<file path="config.mk">
export PLATFORM = sky130hd
export DESIGN_NAME = register_file
export DESIGN_NICKNAME = d
export VERILOG_FILES = /design/src/rtl/riscv_pkg.sv /design/src/rtl/register_file.sv
export SDC_FILE = /design/constraint.sdc
export NUM_CORES = 2
export LEC_CHECK = 0
export BUFFER_PORTS_ARGS = -buffer_cell sky130_fd_sc_hd__clkbuf_2
export CAP_MARGIN = 10
export CORE_ASPECT_RATIO = 0.75
export CORE_MARGIN = 2
export CORE_UTILIZATION = 58
export CTS_BUF_LIST = sky130_fd_sc_hd__clkbuf_8 sky130_fd_sc_hd__clkbuf_16
export DETAILED_ROUTE_END_ITERATION = 8
export PLACE_DENSITY = 0.74
export SYNTH_ARGS = -nofsm -noshare
export SYNTH_HDL_FRONTEND = slang
export SYNTH_SLANG_ARGS = --single-unit
export TNS_END_PERCENT = 5
</file>
<file path="constraint.sdc">
create_clock -name clk_i -period 2.1 [get_ports clk_i]
set_input_delay 0.21 -clock clk_i [delete_from_list [all_inputs] [get_ports clk_i]]
set_output_delay 0.21 -clock clk_i [all_outputs]
set_load 0.02 [all_outputs]
</file>
<file path="src/rtl/riscv_pkg.sv">
// Shared RV32I core definitions: datapath widths, register index types,
// architecturally named register indices and the stack pointer reset value.
package riscv_pkg;

  localparam int DATA_WIDTH     = 32;
  localparam int REG_ADDR_WIDTH = 5;

  typedef logic [DATA_WIDTH-1:0]     word_t;
  typedef logic [REG_ADDR_WIDTH-1:0] reg_idx_t;

  // Hard-wired zero register and ABI stack pointer
  localparam reg_idx_t REG_ZERO = 5'd0;
  localparam reg_idx_t REG_SP   = 5'd2;

  // Top of the data memory, word aligned; loaded into x2 on reset
  localparam word_t SP_INIT = 32'h0000_3FFC;

endpackage

</file>
<file path="src/rtl/register_file.sv">
// Integer register file for the RV32I monocycle core.
// 31 stored registers (x1..x31); x0 is not stored and reads as zero.
// Two combinational read ports feed the ALU operands, one combinational
// debug read port, and a single write port captured on the rising edge.
// Reads are deliberately unbypassed: the write data is a function of the
// read data in a monocycle core, so a bypass would close a combinational loop.
module register_file #(
  parameter int                    DATA_WIDTH = riscv_pkg::DATA_WIDTH,
  parameter int                    ADDR_WIDTH = riscv_pkg::REG_ADDR_WIDTH,
  parameter logic [DATA_WIDTH-1:0] SP_INIT    = riscv_pkg::SP_INIT
) (
  input  logic                  clk_i,
  input  logic                  rst_i,
  input  logic                  we_i,
  input  logic [ADDR_WIDTH-1:0] waddr_i,
  input  logic [DATA_WIDTH-1:0] wdata_i,
  input  logic [ADDR_WIDTH-1:0] raddr1_i,
  input  logic [ADDR_WIDTH-1:0] raddr2_i,
  output logic [DATA_WIDTH-1:0] rdata1_o,
  output logic [DATA_WIDTH-1:0] rdata2_o,
  input  logic [ADDR_WIDTH-1:0] dbg_addr_i,
  output logic [DATA_WIDTH-1:0] dbg_data_o
);

  localparam int NUM_REGS = 1 << ADDR_WIDTH;

  localparam logic [ADDR_WIDTH-1:0] IDX_ZERO = ADDR_WIDTH'(riscv_pkg::REG_ZERO);
  localparam int                    IDX_SP   = int'(riscv_pkg::REG_SP);

  // Architectural state; index 0 intentionally has no storage
  logic [DATA_WIDTH-1:0] regs_reg [1:NUM_REGS-1];

  // Register array update: reset (clear, x2 <= SP_INIT) wins over any write;
  // writes to x0 are dropped
  always_ff @(posedge clk_i) begin
    if (rst_i) begin
      for (int i = 1; i < NUM_REGS; i++) begin
        regs_reg[i] <= (i == IDX_SP) ? SP_INIT : '0;
      end
    end else if (we_i && (waddr_i != IDX_ZERO)) begin
      regs_reg[waddr_i] <= wdata_i;
    end
  end

  // Read muxes sit on the ALU operand path: only the x0 select, nothing else
  assign rdata1_o   = (raddr1_i   == IDX_ZERO) ? '0 : regs_reg[raddr1_i];
  assign rdata2_o   = (raddr2_i   == IDX_ZERO) ? '0 : regs_reg[raddr2_i];
  assign dbg_data_o = (dbg_addr_i == IDX_ZERO) ? '0 : regs_reg[dbg_addr_i];

endmodule

</file>
# [Word level (Yosys, flattened, before mapping)]
# Memory sizes are Yosys's and may differ from the RTL's.
# Index checks and enable logic that the tools add are counted.
[totals] reg_bits=0 latch_bits=0 ramBits=992 rom_bits=0 word_cells=18 mem_count=1
[mem_list] memory="regs_reg" depth=31 width=32 read_ports=3 rd_clocked_by_memory_dff=0 wr=31 line="register_file.sv:31" text="logic [DATA_WIDTH-1:0] regs_reg [1:NUM_REGS-1];"
[classes] addsub=0 n_mul=0 div_mod_pow=0 n_lt_le_gt_ge=0 eq_ne=0 n_shift=0 mux=11 n_bitwise=0 n_reduce_logical=6
[op_table] op="two-way mux 32 bit" n=4
[op_table] op="OR reduction 32 bit" n=1
[op_table] op="logical NOT 5 bit" n=3
[op_table] op="two-way mux 1 bit" n=6
[op_table] op="two-way mux 5 bit" n=1
[op_table] op="nonzero test 5 bit" n=1
[op_table] op="logical AND 1 bit" n=1

# [Depth between registers and ports, before layout]
[logic_depth] word_depth=7 mapped_depth=10 ltp_nobuf=4

# [Worst setup path after synthesis]
# Ideal clock, no wire load.
[synth_timing] kind="input to output" startpoint="input port raddr2_i[1]" endpoint="output port rdata2_o[15]" t_arrival_ns=2.083 path_slack_ns=-0.193 path_stages=8 path_buffers=4 cell_sequence="buf_2 -> buf_2 -> buf_4 -> buf_2 -> mux4_2 -> mux2i_1 -> a22o_1 -> nor4_1"
[synth_via] elab_chain_cells=2 word_cells_on_any_way=3 classes_between="mux (1); reduce/logical (1); memory (1)"
[synth_lines] element="start, declared" line="register_file.sv:18" text="input logic [ADDR_WIDTH-1:0] raddr2_i,"
[synth_lines] element="memory read (31 x 32 bit) or logical NOT 5 bit (tied branches)"
[synth_lines] element="two-way mux 32 bit *" line="register_file.sv:47" text="assign rdata2_o = (raddr2_i == IDX_ZERO) ? '0 : regs_reg[raddr2_i];"
[synth_lines] element="end, declared" line="register_file.sv:20" text="output logic [DATA_WIDTH-1:0] rdata2_o,"
# Mark *: on every way between the ends. The rest lies on a longest branch, timed or not.

==> flow_summary.json <==
{
  "switching_share": 0.279,
  "yosysSeqAreaShare": 0.491,
  "gr-total-overflow": 0,
  "synth_mux_area_frac": 0.293,
  "setup_ws_ns": -0.874,
  "postSynthCellCount": 4323,
  "powerDensity_nw_per_um2": 715,
  "nNetsFinal": 5185,
  "critPathCaptureType": "output pin",
  "grt_pass1_vias": 48300,
  "post-place-ws_ns": -1.01,
  "worstMarginPinSlew_ns": 0.761,
  "synth_edf_count": 1024,
  "worstHoldStart": "wdata_i[6]",
  "combPwrFrac": 0.207,
  "final_cell_mix": "edfxtp_1 (1,024), and2_1 (990), buf_4 (870)",
  "violations": "negative setup slack",
  "start_kind": "flip-flop",
  "fill_cells": 6678,
  "maxSlewViolCount": 0,
  "rows": 104,
  "htreeDepth": 3,
  "grt_max_degree": 37,
  "fp.dieW_um": 383,
  "cp_max_fo": 2,
  "postRouteWirelength_um": 257000,
  "grt_usage": 0.464,
  "power_frac_clock": 0.355,
  "ant_nets": 0,
  "rsz0062_at_grt": "yes",
  "period_needed_ns": 2.97,
  "whs_path_depth": 2,
  "largest_register_ffs": 1024,
  "arrival_ns": 2.76,
  "antenna_found_initial": 35,
  "syn_avg_cell_area_um2": 14.5,
  "synth_warnings": 0,
  "cp.required_ns": 1.89,
  "vias_per_cell": 7.44,
  "clock_sinks": 1024,
  "dp.cells": 6441,
  "synthXorXnorAreaFrac": 0,
  "leakagePower_nw": 29.2,
  "drc": 0,
  "worstHoldEndpoint": "regs_reg[0][6]",
  "root_buffer": "clkbuf_16",
  "gp_congestion": 1.03,
  "cts_buffers": 101,
  "netlist_area_um2": 62600,
  "layout_commonest_cell": "edfxtp_1",
  "synth_fa_ha_area_frac": 0,
  "final_cells": 6669,
  "firstDrtPassIters": 8,
  "fmax_ghz": 0.336,
  "ir_drop_mv": 0.722,
  "yosysUniqueCellTypes": 42,
  "synthArstFlopShare": 0,
  "wl_per_cell_um": 38.5,
  "numPortBuffers": 150,
  "status": "finished with violations",
  "hpwl_um": 179000,
  "io_pins": 151,
  "start_util": 0.584,
  "regArea_um2": 30700,
  "dr.first_iter.drc_count": 9318,
  "synth_ff_type": "edfxtp_1",
  "layout-drive-gt1-share": 0.433,
  "synth_top_family_by_area": "multiplexers",
  "clockBufferDepth": 3,
  "synth-seq-cells": 1024,
  "syn2layout_area_growth_pct": 25.1,
  "maxCapViolCount": 0,
  "intPower_mw": 40.4,
  "min_path_type": "in2reg",
  "maxSlewHeadroom": 0.493,
  "die_y_um": 288,
  "vias": 49600,
  "switchingPower_mw": 15.6,
  "critPathKind": "reg2out",
  "grt_pass1_wl_um": 357000,
  "synthSimpleGateAreaFrac": 0.124,
  "fin_crit_sh": 1.42,
  "seq_power_share": 0.438,
  "cts_tree": "done",
  "multi_input_area_um2": 31300,
  "core_um2": 107000,
  "finalSetupViolCount": 96,
  "path_clk_slew_ns": 0.06,
  "final-hold-violation-count": 0,
  "synth-compound-area-share": 0.0548,
  "dieArea_um2": 111000
}
through the flow:
stage / area [um^2] / total power, mW / setup TNS (ns) / util / hold slack [ns]
2_1_floorplan: 62700 / 30.0 / -5.88 / - / 0.309
3_3_place_gp: 73000 / 35.1 / -46.11 / 0.681 / 0.576
3_5_place_dp: 73000 / 35.3 / -47.01 / 0.681 / 0.564
4_1_cts: 77800 / 55.2 / -68.94 / 0.726 / 0.00824
5_1_grt: 78200 / 56.8 / -72.80 / 0.731 / 0.0251
6_report: 78300 / 56.0 / -69.58 / 0.731 / 0.0347
worst max-delay path: stages (launching register included):
cell      delay [ns]
edfxtp_1        0.39
buf_4           0.13
mux4_2          0.22
a22o_1          0.17
a211oi_2        0.05
buf_4           0.16
nor3_2          0.53
buf_4           0.21
clkbuf_2        0.16
worst max path at each step:
stage / from / endpoint / slack, ns / depth (start not counted)
floorplan: raddr2_i[1] / rdata2_o[9] / -0.19 / 8
global placement: dbg_addr_i[1] / dbg_data_o[15] / -1.00 / 10
CTS: regs_reg[26][23] / rdata1_o[23] / -0.85 / 6
finish: regs_reg[29][15] / dbg_data_o[15] / -0.87 / 8
global route: regs_reg[26][26] / rdata2_o[26] / -0.91 / 7
detailed placement: dbg_addr_i[1] / dbg_data_o[15] / -1.01 / 10
cell type report:
type | instances | area share
Sequential cell | 1024 | 0.393
Tap cell | 1431 | 0.0229
Antenna cell | 25 | 0.000799
Inverter | 26 | 0.00125
Clock inverter | 82 | 0.0117
Multi-Input combinational cell | 2811 | 0.400
Timing Repair Buffer | 1166 | 0.137
Clock buffer | 104 | 0.0332
cell families after synthesis:
kind of cell | Yosys count
buffers and inverters | 519
and+or+nand+nor | 1275
other | 1
DFF | 1024
muxes | 1046
AOI/OAI and AO/OA | 458
synthesized netlist by cell type, types with 6 or more instances:
cell type | instances | area [um^2]
nand3_1 | 6 | 30.0
o221ai_1 | 28 | 245
buf_1 | 13 | 48.8
mux2i_1 | 359 | 3590
mux4_2 | 623 | 14000
nor2_1 | 62 | 233
a221oi_1 | 25 | 219
inv_1 | 26 | 97.6
buf_2 | 94 | 470
a21oi_1 | 63 | 315
clkbuf_1 | 336 | 1260
mux2_2 | 64 | 721
or2_2 | 32 | 200
and2_1 | 998 | 6240
a22o_1 | 63 | 552
a22oi_1 | 71 | 533
o32ai_1 | 17 | 149
o22ai_1 | 69 | 432
nor2b_1 | 56 | 350
a211oi_1 | 61 | 458
edfxtp_1 | 1024 | 30700
nor3_1 | 40 | 200
a211o_1 | 24 | 210
buf_6 | 15 | 169
nor4_1 | 25 | 156
a2111oi_0 | 30 | 263
or3_1 | 15 | 93.8
buf_4 | 34 | 255
nand2_1 | 21 | 78.8
repair_timing:
action	in CTS	in global routing
buffers inserted	19	3
gates resized for setup	241	105
hold buffers	4	0
setup endpoints to repair	96	96
hold endpoints to repair	11	0
pin swaps	64	28
power by group through the flow:
stage | Combinational [mW] | Sequential [mW] | Clock, mW
final | 11.6 | 24.5 | 19.9
after detailed placement | 10.4 | 24.9 | 0
after floorplan | 5.50 | 24.5 | 0
after global placement | 10.3 | 24.8 | 0
after CTS | 11.0 | 24.4 | 19.8
after global routing | 11.7 | 24.6 | 20.5
metal layers:
| metal | GRT usage | wire (um) | share of wire | up-vias |
|---|---|---|---|---|
| met4 | 0.295 | 19800 | 0.077 | 16 |
| met1 | 0.607 | 85800 | 0.33 | 24600 |
| met5 | 0 | 115 | 0.00045 | - |
| li1 | - | - | - | 18700 |
| met3 | 0.208 | 46500 | 0.18 | 1106 |
| met2 | 0.631 | 105000 | 0.41 | 5233 |
Note: power is estimated with default switching activity, not from simulation.
